<file path="config.mk">
export PLATFORM = sky130hd
export DESIGN_NAME = vga_pix_feeder
export DESIGN_NICKNAME = d
export VERILOG_FILES = /design/src/rtl/vga_pkg.sv /design/src/rtl/vga_edge_det.sv /design/src/rtl/vga_pix_feeder.sv
export SDC_FILE = /design/constraint.sdc
export NUM_CORES = 1
export LEC_CHECK = 0
export ABC_AREA = 1
export BUFFER_PORTS_ARGS = -buffer_cell sky130_fd_sc_hd__buf_2
export CORE_ASPECT_RATIO = 0.6
export CORE_UTILIZATION = 26
export CTS_BUF_LIST = sky130_fd_sc_hd__clkbuf_8
export DETAILED_ROUTE_END_ITERATION = 16
export PLACE_DENSITY = 0.54
export RECOVER_POWER = 100
export SYNTH_ARGS = -nofsm -noshare
export SYNTH_HDL_FRONTEND = slang
export SYNTH_SLANG_ARGS = --single-unit
</file>
<file path="constraint.sdc">
create_clock -name vga_clk -period 2.2 [get_ports vga_clk]
set_clock_uncertainty 0.05 [all_clocks]
set_input_delay 0 -clock vga_clk [delete_from_list [all_inputs] [get_ports vga_clk]]
set_output_delay 0 -clock vga_clk [all_outputs]
set_load 0.02 [all_outputs]
</file>
<file path="src/rtl/vga_pkg.sv">
// Shared VGA constants and pixel-feeder state encoding, also used by the timing
// controller and the SDRAM read-address generator.
package vga_pkg;

  localparam int          H_VALID     = 640;
  localparam int          V_VALID     = 480;
  localparam int          FRAME_PIX   = H_VALID * V_VALID;
  localparam int          FILL_LEVEL  = 256;
  localparam logic [15:0] BLANK_COLOR = 16'h0000;
  localparam int          CNT_W       = 19;
  localparam int          FCNT_W      = 10;

  typedef enum logic [2:0] {
    IDLE    = 3'd0,
    FILL    = 3'd1,
    STREAM  = 3'd2,
    WAIT_VS = 3'd3,
    SKIP    = 3'd4
  } feed_state_e;

endpackage

</file>
<file path="src/rtl/vga_edge_det.sv">
// Rising-edge detector for the controller vsync pulse.
module vga_edge_det (
  input  logic vga_clk,
  input  logic sys_rst_n,
  input  logic sig,
  output logic rise
);

  logic sig_d;

  always_ff @(posedge vga_clk or negedge sys_rst_n) begin
    if (!sys_rst_n) sig_d <= 1'b0;
    else            sig_d <= sig;
  end

  assign rise = sig & ~sig_d;

endmodule

</file>
<file path="src/rtl/vga_pix_feeder.sv">
// Pixel source ahead of the VGA timing controller: paces FIFO reads from
// pix_data_req, blanks on underflow and keeps every frame pixel-aligned.
//
// state   | meaning
// IDLE    | waiting for a vsync edge
// FILL    | frame started, waiting for the FIFO to reach the fill level
// STREAM  | one FIFO read per pixel request, counting pixels
// WAIT_VS | full frame delivered, waiting for the next vsync
// SKIP    | frame missed its fill level, output blanked until vsync
module vga_pix_feeder #(
  parameter int          H_VALID     = vga_pkg::H_VALID,
  parameter int          V_VALID     = vga_pkg::V_VALID,
  parameter int          FILL_LEVEL  = vga_pkg::FILL_LEVEL,
  parameter logic [15:0] BLANK_COLOR = vga_pkg::BLANK_COLOR,
  parameter int          CNT_W       = vga_pkg::CNT_W,
  parameter int          FCNT_W      = vga_pkg::FCNT_W
) (
  input  logic              vga_clk,
  input  logic              sys_rst_n,
  input  logic              vsync,
  input  logic              pix_data_req,
  input  logic [15:0]       fifo_rd_data,
  input  logic [FCNT_W-1:0] fifo_rd_cnt,
  input  logic              fifo_empty,
  input  logic              err_clr,
  output logic              fifo_rd_en,
  output logic [15:0]       pix_data,
  output logic              frame_start,
  output logic              resync_req,
  output logic              underflow,
  output logic              frame_err,
  output logic              streaming
);

  import vga_pkg::*;

  localparam logic [CNT_W-1:0]  FRAME_CNT = CNT_W'(H_VALID * V_VALID);
  localparam logic [FCNT_W-1:0] FILL_CNT  = FCNT_W'(FILL_LEVEL);

  feed_state_e      state, state_nxt;
  logic [CNT_W-1:0] pix_cnt, pix_cnt_nxt;
  logic             bad, bad_nxt;
  logic             rd_en_d;
  logic             vs_rise;
  logic             fill_ok;
  logic             fs_nxt, rs_nxt, uf_set, fe_set;

  vga_edge_det u_vs_edge (
    .vga_clk   (vga_clk),
    .sys_rst_n (sys_rst_n),
    .sig       (vsync),
    .rise      (vs_rise)
  );

  assign fill_ok    = (fifo_rd_cnt >= FILL_CNT);
  assign fifo_rd_en = pix_data_req & ~fifo_empty & (state == STREAM);
  assign pix_data   = rd_en_d ? fifo_rd_data : BLANK_COLOR;

  always_comb begin
    state_nxt   = state;
    pix_cnt_nxt = pix_cnt;
    bad_nxt     = bad;
    fs_nxt      = 1'b0;
    rs_nxt      = 1'b0;
    uf_set      = 1'b0;
    fe_set      = 1'b0;
    case (state)
      IDLE: begin
        if (vs_rise) state_nxt = FILL;
      end
      FILL: begin
        if (vs_rise) begin
          state_nxt = FILL;
        end else if (pix_data_req && !fill_ok) begin
          uf_set    = 1'b1;
          state_nxt = SKIP;
        end else if (!pix_data_req && fill_ok) begin
          fs_nxt      = 1'b1;
          pix_cnt_nxt = '0;
          state_nxt   = STREAM;
        end
      end
      STREAM: begin
        if (pix_cnt == FRAME_CNT) begin
          if (bad) begin
            rs_nxt    = 1'b1;
            bad_nxt   = 1'b0;
            state_nxt = IDLE;
          end else begin
            state_nxt = WAIT_VS;
          end
        end else if (vs_rise) begin
          fe_set    = 1'b1;
          rs_nxt    = 1'b1;
          bad_nxt   = 1'b0;
          state_nxt = IDLE;
        end else if (pix_data_req) begin
          // an empty-FIFO request still consumes its pixel slot
          pix_cnt_nxt = pix_cnt + 1'b1;
          if (fifo_empty) begin
            uf_set  = 1'b1;
            bad_nxt = 1'b1;
          end
        end
      end
      WAIT_VS: begin
        if (pix_data_req) fe_set = 1'b1;
        if (vs_rise) state_nxt = FILL;
      end
      SKIP: begin
        if (vs_rise) begin
          rs_nxt    = 1'b1;
          state_nxt = FILL;
        end
      end
      default: state_nxt = IDLE;
    endcase
  end

  always_ff @(posedge vga_clk or negedge sys_rst_n) begin
    if (!sys_rst_n) begin
      state       <= IDLE;
      pix_cnt     <= '0;
      bad         <= 1'b0;
      rd_en_d     <= 1'b0;
      frame_start <= 1'b0;
      resync_req  <= 1'b0;
      underflow   <= 1'b0;
      frame_err   <= 1'b0;
      streaming   <= 1'b0;
    end else begin
      state       <= state_nxt;
      pix_cnt     <= pix_cnt_nxt;
      bad         <= bad_nxt;
      rd_en_d     <= fifo_rd_en;
      frame_start <= fs_nxt;
      resync_req  <= rs_nxt;
      underflow   <= uf_set | (underflow & ~err_clr);
      frame_err   <= fe_set | (frame_err & ~err_clr);
      streaming   <= (state_nxt == STREAM);
    end
  end

endmodule

</file>
==> summary.md <==
| Metric | Value |
|---|---|
| Initial Utilization | `27.4%` |
| Num ports | `54` |
| Most flops, register | `pix_cnt` |
| Reg-to-reg endpoint | `pix_cnt[3]$_DFFE_PN0P_` |
| Num CTS Buffers | `5` |
| Worst endpoint required time | `2.32 ns` |
| Gate power share | `38.1%` |
| Total Routing Usage GR | `14.3%` |
| Library cells used by synthesis | `26` |
| DP HPWL | `4040 um` |
| Placer Congestion | `roughly 0.84` |
| Syn nets | `344` |
| VDD IR max | `0.314 mV` |
| Final Cell Area | `2460 um^2` |
| Status | `finished clean` |
| Max reg flops | `19` |
| Largest net degree at the start of global routing | `31` |
| Fmax | `521 MHz` |
| Clock-pin slew on the worst setup and hold paths | `roughly 0.060 ns` |
| Avg WL per Cell | `about 11 um` |
| Hold Buf Count CTS | `6` |
| Syn Inst Count | `a little over 300` |
| Setup TNS | `0 ns` |
| Reg2Reg Depth | `13` |
| Worst path slowest cell | `dfrtp_1` |
| Startpoint Class | `flop` |
| Sequential share of power | `37.5%` |
| R2R Setup Slk | `about 0.28 ns` |
| I/O Buffers | `45` |
| Routed vias | `just over 2000` |
| Cell Chain, Critical Path | `inv_1, ha_1, inv_1, nor2_1, nand3_2, nor2_2, nand2_1, nand2_1, nand2_1, nand2_4, inv_2, nand2_1, nand2_1` |
| Residual DRC | `0` |
| Seq/Total Area, Yosys | `37.1%` |
| Gr ovfl total | `0` |
| Max-cap violations | `0` |
| Placed Cells | `about 460` |
| Max transition margin | `46.9%` |
| Die area | `8150 um^2` |
| Hold path endpoint | `state[2]$_DFF_PN0_` |
| Post-Syn Area | `2020 um^2` |
| 1st-pass router iterations | `5` |
| Final total power | `between 1.5 and 2 mW` |
| Crit path kind | `flop to flop` |
| Number of global-route vias before repair | `around 1800` |
| Post-CTS setup-driven buffer insertion count | `0` |
| Slew @ Worst Pin | `0.797 ns` |
| Die Width | `116 um` |
| CTS Buffer Depth | `2` |
| Clock power share | `between 20% and 30%` |
| Worst-skew pair later-pin latency | `0.28 ns` |
| CTS tree | `yes` |
| Area growth syn-to-layout | `21.8%` |
| DIE HEIGHT | `70.3 um` |
| Tcrit/Tclk final | `87.3%` |
| Hold_sp | `fifo_rd_cnt[9]` |
| Placed cell areas | `about 2400 um^2` |
| H-tree lvl count | `2` |
| Fin util | `between 30 and 40%` |
| Nets | `398` |
| Diodes inserted | `0` |
| Total Routed Length | `5310 um` |
| Unrepaired setup endpoints after global routing | `false` |
| PD cells | `727 nW/um^2` |
| Non-filler cells in the finished layout | `467` |
| Mean Syn Cell Area | `6.53 um^2` |
| Core area | `7390 um^2` |
| Clock tree root driver cell | `clkbuf_8` |
| First-pass GRT wire length | `8870 um` |
| Initial DRC count | `145` |
| Post-DRT Antenna Nets | `0` |
| Final hold viol count | `0` |
| Leak Pwr | `1.26 nW` |
| Initial antenna violation count | `0` |
| Layout cells sized above 1 | `11.6%` |
| Psw | `734 uW` |
| Synth Register Bits | `30` |
| Crit-path max FO | `12` |
| Max incr delay on CP | `0.44 ns` |
| Floorplan row count | `24` |
| DR vias/cell | `4.34` |
| Final setup violation count | `0` |
| Slew Limit Fails | `0` |
| Top Registers | `pix_cnt: 19 flops, state: 3 flops` |
| Arrival time worst endpoint | `2.04 ns` |
| Synth warnings | `0` |
| Hold path depth | `4` |
| Cell internal pwr | `approximately 1.1 mW` |
| Post_cts resized | `0` |
| Reg2reg start | `pix_cnt[0]$_DFFE_PN0P_` |
| Crit path top cell by count | `nand2_1` |
| Tmin final | `between 1.5 and 2 ns` |
| Switching share of power | `41.0%` |
| Worst setup EP type | `flop` |
| Hold crit path type | `input pin to flop` |
| CTS Sinks | `30` |
==> cell usage in the layout (no fill, tap or decap) <==
cell,n
or2_2,2
nor2_1,50
nand2_4,1
nor2_2,2
a21oi_1,3
buf_2,21
nand4_1,4
nor3_2,1
nor3_1,2
clkinv_1,1
xnor2_1,3
dlygate4sd3_1,6
ha_1,2
buf_4,2
inv_2,2
clkinv_2,1
nand3b_1,1
nand2_1,113
clkbuf_8,6
inv_1,36
o21ai_1,4
xor2_1,9
nand3_2,1
buf_12,1
o21ai_0,8
clkbuf_2,1
nand2_2,1
o211ai_1,2
dfrtp_1,30
clkbuf_1,23
nand3_1,24
==> worst max-delay path: cells and delay by family (launching register included) <==
family	cells	cell delay, ns
buf+inv	3	0.32
fa+ha+maj	1	0.20
simple gates	9	0.81
flops	1	0.44
==> metal layers <==
metal	track usage (%)	vias up	part of all wire, %
met5	0	-	0
met3	3.21	7	7.9
met1	22.0	880	56
met4	3.99	0	1.1
li1	-	1049	-
met2	19.4	91	35
==> cell families (layout without fill, tap and decap cells) <==
| logic type | Yosys count | count (layout) | share of synthesized area [%] |
|---|---|---|---|
| AND/OR/NAND/NOR | 202 | 202 | 41.7 |
| flip-flops | 30 | 30 | 37.1 |
| AO/OA/AOI/OAI | 17 | 17 | 4.45 |
| adder cells (fa/ha/maj) | 2 | 2 | 1.24 |
| XOR/XNOR | 12 | 12 | 5.20 |
| buffers and inverters | 47 | 100 | 10.3 |
==> how the worst max path moves through the flow <==
stage | from | end
after global routing | pix_cnt[0]$_DFFE_PN0P_ | pix_cnt[16]$_DFFE_PN0P_
after CTS | pix_cnt[0]$_DFFE_PN0P_ | pix_cnt[14]$_DFFE_PN0P_
after global placement | pix_cnt[0]$_DFFE_PN0P_ | pix_cnt[14]$_DFFE_PN0P_
after floorplan | pix_cnt[0]$_DFFE_PN0P_ | pix_cnt[10]$_DFFE_PN0P_
after detailed placement | pix_cnt[0]$_DFFE_PN0P_ | pix_cnt[14]$_DFFE_PN0P_
final | pix_cnt[0]$_DFFE_PN0P_ | pix_cnt[3]$_DFFE_PN0P_
==> synth_stat cells <==
cell type | number | share of area, %
a21oi_1 | 3 | 0.74
buf_6 | 4 | 2.2
clkbuf_1 | 3 | 0.56
clkinv_1 | 1 | 0.19
clkinv_2 | 1 | 0.25
dfrtp_1 | 30 | 37
ha_1 | 2 | 1.2
inv_1 | 36 | 6.7
inv_2 | 2 | 0.37
nand2_1 | 112 | 21
nand2_2 | 2 | 0.62
nand2_4 | 1 | 0.56
nand3_1 | 23 | 5.7
nand3_2 | 2 | 0.99
nand3b_1 | 1 | 0.37
nand4_1 | 4 | 1.2
nor2_1 | 50 | 9.3
nor2_2 | 2 | 0.62
nor3_1 | 2 | 0.49
nor3_2 | 1 | 0.49
o211ai_1 | 2 | 0.74
o21ai_0 | 5 | 1.2
o21ai_1 | 7 | 1.7
or2_2 | 2 | 0.62
xnor2_1 | 3 | 1.3
xor2_1 | 9 | 3.9
==> power by group through the flow <==
| stage | logic, mW | registers, mW | clock network (mW) |
|---|---|---|---|
| after floorplan | 0.487 | 0.696 | 0 |
| after global placement | 0.700 | 0.680 | 0 |
| after detailed placement | 0.693 | 0.680 | 0 |
| after CTS | 0.704 | 0.672 | 0.453 |
| after global routing | 0.774 | 0.679 | 0.481 |
| final | 0.683 | 0.671 | 0.437 |
==> metrics by stage <==
| stage | hold WS [ns] | setup slack, ns |
|---|---|---|
| 2_1_floorplan | -0.346 | 0.528 |
| 5_1_grt | 0.0717 | 0.0352 |
| 3_5_place_dp | 0.0455 | 0.294 |
| 3_3_place_gp | 0.0438 | 0.320 |
| 4_1_cts | 0.0212 | 0.286 |
| 6_report | 0.0503 | 0.279 |
==> cell type report <==
| class | instances | area (um^2) |
|---|---|---|
| inverters | 40 | 151 |
| flip-flops and latches | 30 | 751 |
| repair buffers | 54 | 292 |
| multi-input cells | 233 | 1060 |
| clock buffers | 6 | 82.6 |
| well taps | 104 | 130 |
| fillers | 787 | 4920 |
Note: power is estimated with default switching activity, not from simulation.
